==> src/rtl/refill_collector_if.sv <==
// Handshake bundle for refill_collector: request, AXI-style read address/data, line write-out.
// REFILL_CRIT_WORD_EN adds the critical-word outputs.
interface refill_collector_if #(
   parameter int ADDR_W = 32,
   parameter int WORD_W = 32,
   parameter int BEATS  = 4
);
   localparam int LINE_W = WORD_W * BEATS;

   logic              req_valid;
   logic              req_ready;
   logic [ADDR_W-1:0] req_addr;
   logic              ar_valid;
   logic              ar_ready;
   logic [ADDR_W-1:0] ar_addr;
   logic [7:0]        ar_len;
   logic [2:0]        ar_size;
   logic [1:0]        ar_burst;
   logic              r_valid;
   logic              r_ready;
   logic [WORD_W-1:0] r_data;
   logic [1:0]        r_resp;
   logic              r_last;
   logic              line_we;
   logic [LINE_W-1:0] line_data;
   logic              line_err;
   logic              busy;
`ifdef REFILL_CRIT_WORD_EN
   logic              crit_valid;
   logic [WORD_W-1:0] crit_data;
`endif

   modport master (
      input  req_valid, req_addr, ar_ready, r_valid, r_data, r_resp, r_last,
      output req_ready, ar_valid, ar_addr, ar_len, ar_size, ar_burst, r_ready,
             line_we, line_data, line_err, busy
`ifdef REFILL_CRIT_WORD_EN
      , output crit_valid, crit_data
`endif
   );

   modport slave (
      output req_valid, req_addr, ar_ready, r_valid, r_data, r_resp, r_last,
      input  req_ready, ar_valid, ar_addr, ar_len, ar_size, ar_burst, r_ready,
             line_we, line_data, line_err, busy
`ifdef REFILL_CRIT_WORD_EN
      , input crit_valid, crit_data
`endif
   );
endinterface

==> src/rtl/refill_collector.sv <==
// Single-outstanding cache line refill: one read burst, beats assembled into a line, one-cycle write strobe.
// REFILL_CRIT_WORD_EN selects a critical-word-first WRAP burst and adds crit_valid/crit_data.
module refill_collector #(
   parameter int ADDR_W = 32,
   parameter int WORD_W = 32,
   parameter int BEATS  = 4
) (
   input  logic               clk,
   input  logic               rstn,
   refill_collector_if.master bus
);
   localparam int CW       = $clog2(BEATS);
   localparam int BYTE_OFF = $clog2(WORD_W / 8);
   localparam int LINE_OFF = BYTE_OFF + CW;
`ifdef REFILL_CRIT_WORD_EN
   localparam int AR_OFF = BYTE_OFF;
   localparam logic [1:0] BURST = 2'b10;
`else
   localparam int AR_OFF = LINE_OFF;
   localparam logic [1:0] BURST = 2'b01;
`endif
   localparam logic [ADDR_W-1:0] AR_MASK = ~((ADDR_W'(1) << AR_OFF) - ADDR_W'(1));

   typedef enum logic [1:0] {IDLE, ADDR, RECV, DONE} state_t;

   state_t                        state, nxt;
   logic                          live;
   logic [ADDR_W-1:0]             addr_q;
   logic [CW-1:0]                 cnt, start, slot;
   logic                          err;
   logic [BEATS-1:0][WORD_W-1:0]  line_q;
   logic                          accept, beat, last_beat;

   assign accept    = (state == IDLE) && live && bus.req_valid;
   assign beat      = (state == RECV) && bus.r_valid;
   assign last_beat = (cnt == CW'(BEATS - 1));
`ifdef REFILL_CRIT_WORD_EN
   assign start = addr_q[LINE_OFF-1:BYTE_OFF];
`else
   assign start = '0;
`endif
   assign slot = start + cnt;

   // live holds req_ready low while reset is asserted even though the FSM sits in IDLE
   always_ff @(posedge clk or negedge rstn) begin
      if (!rstn) begin
         state <= IDLE;
         live  <= 1'b0;
      end else begin
         state <= nxt;
         live  <= 1'b1;
      end
   end

   always_comb begin
      nxt = state;
      case (state)
         IDLE:    if (accept) nxt = ADDR;
         ADDR:    if (bus.ar_ready) nxt = RECV;
         RECV:    if (beat && last_beat) nxt = DONE;
         DONE:    nxt = IDLE;
         default: nxt = IDLE;
      endcase
   end

   always_comb begin
      bus.req_ready = 1'b0;
      bus.ar_valid  = 1'b0;
      bus.r_ready   = 1'b0;
      bus.line_we   = 1'b0;
      bus.line_err  = 1'b0;
      bus.busy      = 1'b1;
      case (state)
         IDLE: begin
            bus.req_ready = live;
            bus.busy      = 1'b0;
         end
         ADDR:    bus.ar_valid = 1'b1;
         RECV:    bus.r_ready  = 1'b1;
         DONE: begin
            bus.line_we  = 1'b1;
            bus.line_err = err;
         end
         default: bus.busy = 1'b0;
      endcase
   end

   // termination is by cnt alone; r_last only feeds the sticky error
   always_ff @(posedge clk or negedge rstn) begin
      if (!rstn) begin
         addr_q <= '0;
         cnt    <= '0;
         err    <= 1'b0;
         line_q <= '0;
      end else if (accept) begin
         addr_q <= bus.req_addr;
         cnt    <= '0;
         err    <= 1'b0;
      end else if (beat) begin
         line_q[slot] <= bus.r_data;
         cnt          <= cnt + 1'b1;
         if (bus.r_resp != 2'b00 || bus.r_last != last_beat) err <= 1'b1;
      end
   end

   assign bus.ar_addr   = addr_q & AR_MASK;
   assign bus.ar_len    = 8'(BEATS - 1);
   assign bus.ar_size   = 3'b010;
   assign bus.ar_burst  = BURST;
   assign bus.line_data = line_q;

`ifdef REFILL_CRIT_WORD_EN
   logic              crit_valid_q;
   logic [WORD_W-1:0] crit_data_q;

   always_ff @(posedge clk or negedge rstn) begin
      if (!rstn) begin
         crit_valid_q <= 1'b0;
         crit_data_q  <= '0;
      end else begin
         crit_valid_q <= beat && (cnt == '0);
         if (beat && cnt == '0) crit_data_q <= bus.r_data;
      end
   end

   assign bus.crit_valid = crit_valid_q;
   assign bus.crit_data  = crit_data_q;
`endif
endmodule

==> src/flat_wrapper.sv <==
// flat-port wrapper written by rule: the top's interface ports become plain ports
module refill_collector_flat 
#(
   parameter int ADDR_W = 32,
   parameter int WORD_W = 32,
   parameter int BEATS  = 4
)
  (clk, rstn, bus_req_valid, bus_req_addr, bus_ar_ready, bus_r_valid, bus_r_data, bus_r_resp, bus_r_last, bus_req_ready, bus_ar_valid, bus_ar_addr, bus_ar_len, bus_ar_size, bus_ar_burst, bus_r_ready, bus_line_we, bus_line_data, bus_line_err, bus_busy);
  refill_collector_if #(.ADDR_W(ADDR_W), .WORD_W(WORD_W), .BEATS(BEATS)) bus_i ();
  input  logic clk;
  input  logic rstn;
  input wire logic [$bits(bus_i.req_valid)-1:0] bus_req_valid;
  input wire logic [$bits(bus_i.req_addr)-1:0] bus_req_addr;
  input wire logic [$bits(bus_i.ar_ready)-1:0] bus_ar_ready;
  input wire logic [$bits(bus_i.r_valid)-1:0] bus_r_valid;
  input wire logic [$bits(bus_i.r_data)-1:0] bus_r_data;
  input wire logic [$bits(bus_i.r_resp)-1:0] bus_r_resp;
  input wire logic [$bits(bus_i.r_last)-1:0] bus_r_last;
  output wire logic [$bits(bus_i.req_ready)-1:0] bus_req_ready;
  output wire logic [$bits(bus_i.ar_valid)-1:0] bus_ar_valid;
  output wire logic [$bits(bus_i.ar_addr)-1:0] bus_ar_addr;
  output wire logic [$bits(bus_i.ar_len)-1:0] bus_ar_len;
  output wire logic [$bits(bus_i.ar_size)-1:0] bus_ar_size;
  output wire logic [$bits(bus_i.ar_burst)-1:0] bus_ar_burst;
  output wire logic [$bits(bus_i.r_ready)-1:0] bus_r_ready;
  output wire logic [$bits(bus_i.line_we)-1:0] bus_line_we;
  output wire logic [$bits(bus_i.line_data)-1:0] bus_line_data;
  output wire logic [$bits(bus_i.line_err)-1:0] bus_line_err;
  output wire logic [$bits(bus_i.busy)-1:0] bus_busy;
  assign bus_i.req_valid = bus_req_valid;
  assign bus_i.req_addr = bus_req_addr;
  assign bus_i.ar_ready = bus_ar_ready;
  assign bus_i.r_valid = bus_r_valid;
  assign bus_i.r_data = bus_r_data;
  assign bus_i.r_resp = bus_r_resp;
  assign bus_i.r_last = bus_r_last;
  assign bus_req_ready = bus_i.req_ready;
  assign bus_ar_valid = bus_i.ar_valid;
  assign bus_ar_addr = bus_i.ar_addr;
  assign bus_ar_len = bus_i.ar_len;
  assign bus_ar_size = bus_i.ar_size;
  assign bus_ar_burst = bus_i.ar_burst;
  assign bus_r_ready = bus_i.r_ready;
  assign bus_line_we = bus_i.line_we;
  assign bus_line_data = bus_i.line_data;
  assign bus_line_err = bus_i.line_err;
  assign bus_busy = bus_i.busy;
  refill_collector #(.ADDR_W(ADDR_W), .WORD_W(WORD_W), .BEATS(BEATS)) u_core (.clk(clk), .rstn(rstn), .bus(bus_i));
endmodule
==> config.mk <==
export PLATFORM = sky130hd
export DESIGN_NAME = refill_collector_flat
export DESIGN_NICKNAME = d
export VERILOG_FILES = /design/src/rtl/refill_collector_if.sv /design/src/rtl/refill_collector.sv /design/src/flat_wrapper.sv
export SDC_FILE = /design/constraint.sdc
export NUM_CORES = 1
export LEC_CHECK = 0
export CORE_MARGIN = 10
export CORE_UTILIZATION = 30
export CTS_BUF_LIST = sky130_fd_sc_hd__clkbuf_4 sky130_fd_sc_hd__clkbuf_8
export CTS_CLUSTER_SIZE = 16
export DETAILED_ROUTE_END_ITERATION = 12
export GPL_TIMING_DRIVEN = 0
export PLACE_DENSITY = 0.68
export SLEW_MARGIN = 25
export SYNTH_ARGS = -nofsm -noshare
export SYNTH_HDL_FRONTEND = slang
export SYNTH_SLANG_ARGS = --single-unit
==> constraint.sdc <==
create_clock -name clk -period 2.57 [get_ports clk]
set_clock_uncertainty 0.1 [all_clocks]
set_input_delay 0.514 -clock clk [delete_from_list [all_inputs] [get_ports clk]]
set_output_delay 0.514 -clock clk [all_outputs]
set_load 0.1 [all_outputs]
==> metrics.cfg, run 1 <==
[setup_path]
slowest_stage = clkdlybuf4s15_2
worstSetupStartpointType = register
path_cells = inv_1, ha_2, clkdlybuf4s15_2
slowest_delay_ps = 580
crit_buf_inv = 2
crit_type = reg2out
critical_path.top_delay_family = buffers and inverters
crit_arrival_ps = 1810
cp_max_fo = 4
critPathRequiredTime_ps = 1960
crit_path_end_kind = output port
ff2ff_setup_slack_ps = 480

[synth]
synthTopCellsByArea = dfrtp_1 58%, mux2_4 26%, mux2_2 5.9%, buf_12 3.4%, buf_4 1.8%
synth_top_area_frac = 0.578
synth_top_area_cell = dfrtp_1
yosysSeqAreaShare = 0.578
synth.top_cells.by_count = 162 x dfrtp_1, 120 x mux2_4, 37 x mux2_2
ys_seq_elements = 162
synth_cell_types = 24
synth_edf_count = 0
synth_most_common_cell = dfrtp_1
syn-instance-count = 395
synthArstFlopShare = 1.00
avgSynthCellArea_um2 = 17.8
yosys_warnings = 0
synth_flop_cell = dfrtp_1
netlist_area_um2 = 7020

[place]
io_buffers = 229
gp_congestion = 0.749
placed_cell_area_um2 = 9800
place_ws_ps = -220
hpwl_um = 14000
dp_cells = 954

[die]
io_pins = 251
core_um2 = 22800
dieArea_um2 = 29900
rows = 55
die_h_um = 173
initial_core_util = 0.307
die_w_um = 173

[finish]
areaGrowthSynthToFinish_pct = 43.2
regArea_um2 = 4050
final_nets = 742
drive_gt1_frac = 0.359
fin_area_um2 = 10000
multi_input_area_um2 = 2570
stdcell_count = 987
fillers = 2120
diodes = 0
fin_util = 0.440

[clock_network]
clkLatencyLatePin_ps = 440
clkTransAtPathRegs_ps = 100
cts.sinks = 162
htree_levels = 4
clock_path_buffers = 2
cts_setup_buffers = 0
cts-root-buf = clkbuf_8
numCtsBuffers = 17
cts_tree = done

[grt]
overflow = 0
antenna_found_initial = 0
grt_max_degree = 83
grt_pass1_vias = 4843
grt_pass1_wl_um = 30000
track_usage = 0.126

[route]
vias = 4151
drtIter0Drc = 193
drc = 0
ant_nets = 0
drtPass1Iterations = 4
wire_per_inst_um = 18.9
finalWirelength_um = 18700
vias_per_cell = 4.21

[timing]
relSlewSlack = 0.323
min_period_ps = 2420
finalSetupViolations = 0
rsz0062_at_grt = no
fin_crit_sh = 0.942
report.final.hold_viol_count = 0
tightest_slew_ps = 1020
maxSlewViolCount = 0
worst_slack_ps = 150
fmax_ghz = 0.413

[flow_run]
cap_violations = 0

[outcome]
run_status = finished, final reports clean

[worst_hold_path]
worstHoldPathType = reg2reg

-- layout by cell type (no fill, tap or decap), types with 2 or more instances in the layout --
| cell type | instances |
|---|---|
| inv_1 | 5 |
| buf_6 | 6 |
| inv_6 | 4 |
| clkbuf_8 | 17 |
| buf_2 | 4 |
| dlygate4sd2_1 | 156 |
| inv_8 | 4 |
| bufinv_16 | 3 |
| mux2_4 | 120 |
| and3_4 | 4 |
| buf_4 | 17 |
| nand2_1 | 2 |
| clkdlybuf4s50_1 | 66 |
| buf_12 | 12 |
| mux2_2 | 37 |
| xnor2_1 | 2 |
| a21oi_1 | 4 |
| dfrtp_1 | 162 |
| conb_1 | 18 |
| ha_1 | 8 |
| clkdlybuf4s15_2 | 4 |
-- sequential cells by signal (all words and copies together), names as in the netlist --
signal	flops
u_core.cnt	2
u_core.addr_q	28
u_core.bus.line_data	128
u_core.err	1
u_core.state	2
u_core.live	1
-- final timing paths --
path,from,end,cells after the start
max,u_core.state[0]$_DFFE_PN0P_,bus_r_ready,3
min,u_core.addr_q[24]$_DFFE_PN0P_,u_core.addr_q[24]$_DFFE_PN0P_,1
min reg2reg,u_core.addr_q[24]$_DFFE_PN0P_,u_core.addr_q[24]$_DFFE_PN0P_,1
min in group asynchronous,rstn,u_core.bus.line_data[57]$_DFFE_PN0P_,2
max in group asynchronous,rstn,u_core.state[1]$_DFFE_PN0P_,3
max reg2reg,u_core.state[0]$_DFFE_PN0P_,u_core.bus.line_data[72]$_DFFE_PN0P_,8
-- stage by stage --
step / hold WS, ps / TNS, ps
4_1_cts: 409 / 0
3_5_place_dp: 391 / -253
5_1_grt: 434 / 0
6_report: 404 / 0
3_3_place_gp: 389 / -859180
2_1_floorplan: 118 / 0
-- repair_timing --
action,4_1_cts,5_1_grt
hold buffers,1,0
hold endpoints to repair,80,0
resized for setup,177,3
setup endpoints to repair,162,2
-- cell type report --
type	instances	share of cell area
clock buffer	18	0.0240
timing repair buffer	231	0.213
buffer	37	0.0437
inverter	5	0.00187
sequential	162	0.403
multi-input combinational	207	0.256
tap	313	0.0390
clock inverter	14	0.0191
-- cell families (layout without fill, tap and decap cells) --
family,after synthesis,count (layout),synth area share
fa+ha+maj,9,9,0.0160
buf+inv,42,305,0.0652
mux,158,158,0.317
flops,162,162,0.578
simple gates,13,13,0.0141
compound gates,7,7,0.00606
xor+xnor,2,2,0.00250
other cells,2,18,0.00107
-- routing by layer --
layer / wire, um / GRT usage / part of all wire
met1: 8090 / 0.151 / 0.43
met2: 8960 / 0.205 / 0.48
met3: 1420 / 0.0518 / 0.076
met4: 229 / 0.0338 / 0.012
met5: 0 / 0 / 0
Power of run 1 is left out: the tool's default activity adds up to more than one toggle a clock period on the data nets, which glitch-free logic cannot reach.
==> run 2: changes to the inputs <==
==> constraint.sdc (replaced) <==
create_clock -name clk -period 3 [get_ports clk]
set_clock_uncertainty 0.1 [all_clocks]
set_input_delay 0.6 -clock clk [delete_from_list [all_inputs] [get_ports clk]]
set_output_delay 0.6 -clock clk [all_outputs]
set_load 0.1 [all_outputs]
==> metrics.cfg, run 2 (synthesis gave the netlist of run 1 again) <==
[timing]
relSlewSlack = 0.293  ; was 0.323
rsz0062_at_grt = no  ; unchanged
min_period_ps = 2850
fin_crit_sh = 0.950
maxSlewViolCount = 0  ; unchanged
report.final.hold_viol_count = 0  ; unchanged
tightest_slew_ps = 1060  ; was 1020 ps
finalSetupViolations = 0  ; unchanged
fmax_ghz = 0.351

[worst_hold_path]
hold-path-cell-count = 1  ; unchanged
worstHoldPathType = reg2reg  ; unchanged

[flow_run]
cap_violations = 0  ; unchanged

[finish]
final_nets = 742  ; unchanged
fillers = 2039  ; was 2120
diodes = 0  ; unchanged
largest_register_ffs = 128  ; unchanged
areaGrowthSynthToFinish_pct = 47.0  ; was 43.2%
drive_gt1_frac = 0.349  ; was 0.359
most-common-layout-cells = 222 x clkdlybuf4s50_1, 162 x dfrtp_1, 120 x mux2_4  ; was 162 x dfrtp_1, 156 x dlygate4sd2_1, 120 x mux2_4
mostFrequentLayoutCell = clkdlybuf4s50_1  ; was dfrtp_1
stdcell_count = 987  ; unchanged

[setup_path]
cp_max_fo = 4  ; unchanged
crit_path_end_kind = output port  ; unchanged
crit_type = reg2out  ; unchanged
critPathRequiredTime_ps = 2300  ; was 1960 ps
reg2reg_depth = 8  ; unchanged
crit_arrival_ps = 2150  ; was 1810 ps
worstSetupStartpointType = register  ; unchanged

[place]
dp_cells = 954  ; unchanged
io_buffers = 229  ; unchanged
gp_congestion = 0.759  ; was 0.749
hpwl_um = 14100  ; was 14000 um

[clock_network]
clkTransAtPathRegs_ps = 90  ; was 100 ps
cts_tree = done  ; unchanged
clkLatencyLatePin_ps = 440  ; about the same
htree_levels = 4  ; unchanged
numCtsBuffers = 17  ; unchanged
clock_path_buffers = 2  ; unchanged
cts.sinks = 162  ; unchanged
cts-root-buf = clkbuf_8  ; unchanged

[grt]
grt_max_degree = 94  ; was 83
grt_pass1_vias = 4845  ; was 4843
grt_pass1_wl_um = 30100  ; was 30000 um
track_usage = 0.127  ; was 0.126
overflow = 0  ; unchanged
antenna_found_initial = 0  ; unchanged

[route]
ant_nets = 0  ; unchanged
wire_per_inst_um = 19.1  ; was 18.9 um
vias_per_cell = 4.19  ; was 4.21
drtIter0Drc = 196  ; was 193
drt-met1-wl_um = 7590  ; was 8090 um
drc = 0  ; unchanged
drtPass1Iterations = 4  ; unchanged
route.met2.wl_um = 9380  ; was 8960 um
finalWirelength_um = 18900  ; was 18700 um
route.met3.wl_um = 1610  ; was 1420 um
vias = 4139  ; was 4151
highest_layer = met4  ; unchanged

[die]
dieArea_um2 = 29900  ; unchanged
die_h_um = 173  ; unchanged
io_pins = 251  ; unchanged
rows = 55  ; unchanged
initial_core_util = 0.307  ; unchanged
die_w_um = 173  ; unchanged
core_um2 = 22800  ; unchanged

[outcome]
run_status = finished, final reports clean  ; unchanged

[run 2: cell types whose count changed in the layout (fill, tap and decap cells not counted), sizes merged]
cell | previous run | this run
buf | 41 | 39
bufinv | 3 | 7
clkbuf | 18 | 20
clkdlybuf4s15 | 4 | 2
clkdlybuf4s50 | 66 | 222
clkinvlp | 1 | 0
dlygate4sd2 | 156 | 3
dlymetal6s2s | 0 | 1
inv | 13 | 8
[run 2: final timing paths]
check	startpoint	slack [ps]	to
worst min register to register	u_core.addr_q[19]$_DFFE_PN0P_	410	u_core.addr_q[19]$_DFFE_PN0P_
max in group asynchronous	rstn	1350	u_core.cnt[1]$_DFFE_PN0P_
worst min-delay path	u_core.addr_q[19]$_DFFE_PN0P_	410	u_core.addr_q[19]$_DFFE_PN0P_
worst max register to register	u_core.state[0]$_DFFE_PN0P_	890	u_core.bus.line_data[71]$_DFFE_PN0P_
worst max-delay path	u_core.state[0]$_DFFE_PN0P_	150	bus_r_ready
min in group asynchronous	rstn	600	u_core.bus.line_data[56]$_DFFE_PN0P_
[run 2: routing by layer]
layer  global-route usage  vias to the layer above
met1                0.142                     2090
met5                    0                        -
met4               0.0349                        0
li1                     -                     1866
met2                0.213                      164
met3               0.0595                       19
[run 2: cell type report]
type	instances	area, um^2	area share
inverter	5	18.8	0.00182
tap	313	392	0.0380
clock buffer	20	263	0.0255
sequential	162	4050	0.393
timing repair buffer	231	2330	0.226
multi-input combinational	207	2570	0.249
clock inverter	12	250	0.0243
buffer	37	439	0.0426
[run 2: stage by stage]
stage	hold WS [ps]	TNS [ps]	instance area, um^2	setup WS, ps	utilization
2_1_floorplan	204	0	7080	252	-
3_3_place_gp	389	-811760	9760	-5020	0.427
3_5_place_dp	391	0	9800	120	0.429
4_1_cts	412	0	10300	3.53	0.451
5_1_grt	420	0	10300	11.6	0.452
6_report	409	0	10300	149	0.452
[run 2: what timing repair did]
| action | in CTS | in global routing |
|---|---|---|
| pin swaps | 0 | 0 |
| hold endpoints to repair | 19 | 0 |
| endpoints found under the setup margin | 5 | 2 |
| gates resized for setup | 7 | 2 |
| hold buffers | 1 | 0 |
| buffers inserted | 0 | 0 |
| gates cloned | 0 | 0 |
[run 2: worst max-delay path: stages, from the launching register on]
cell           delay [ps]
dfrtp_1               430
inv_1                 120
ha_1                  230
dlygate4sd2_1         920
Power of run 2 is left out for the same reason.
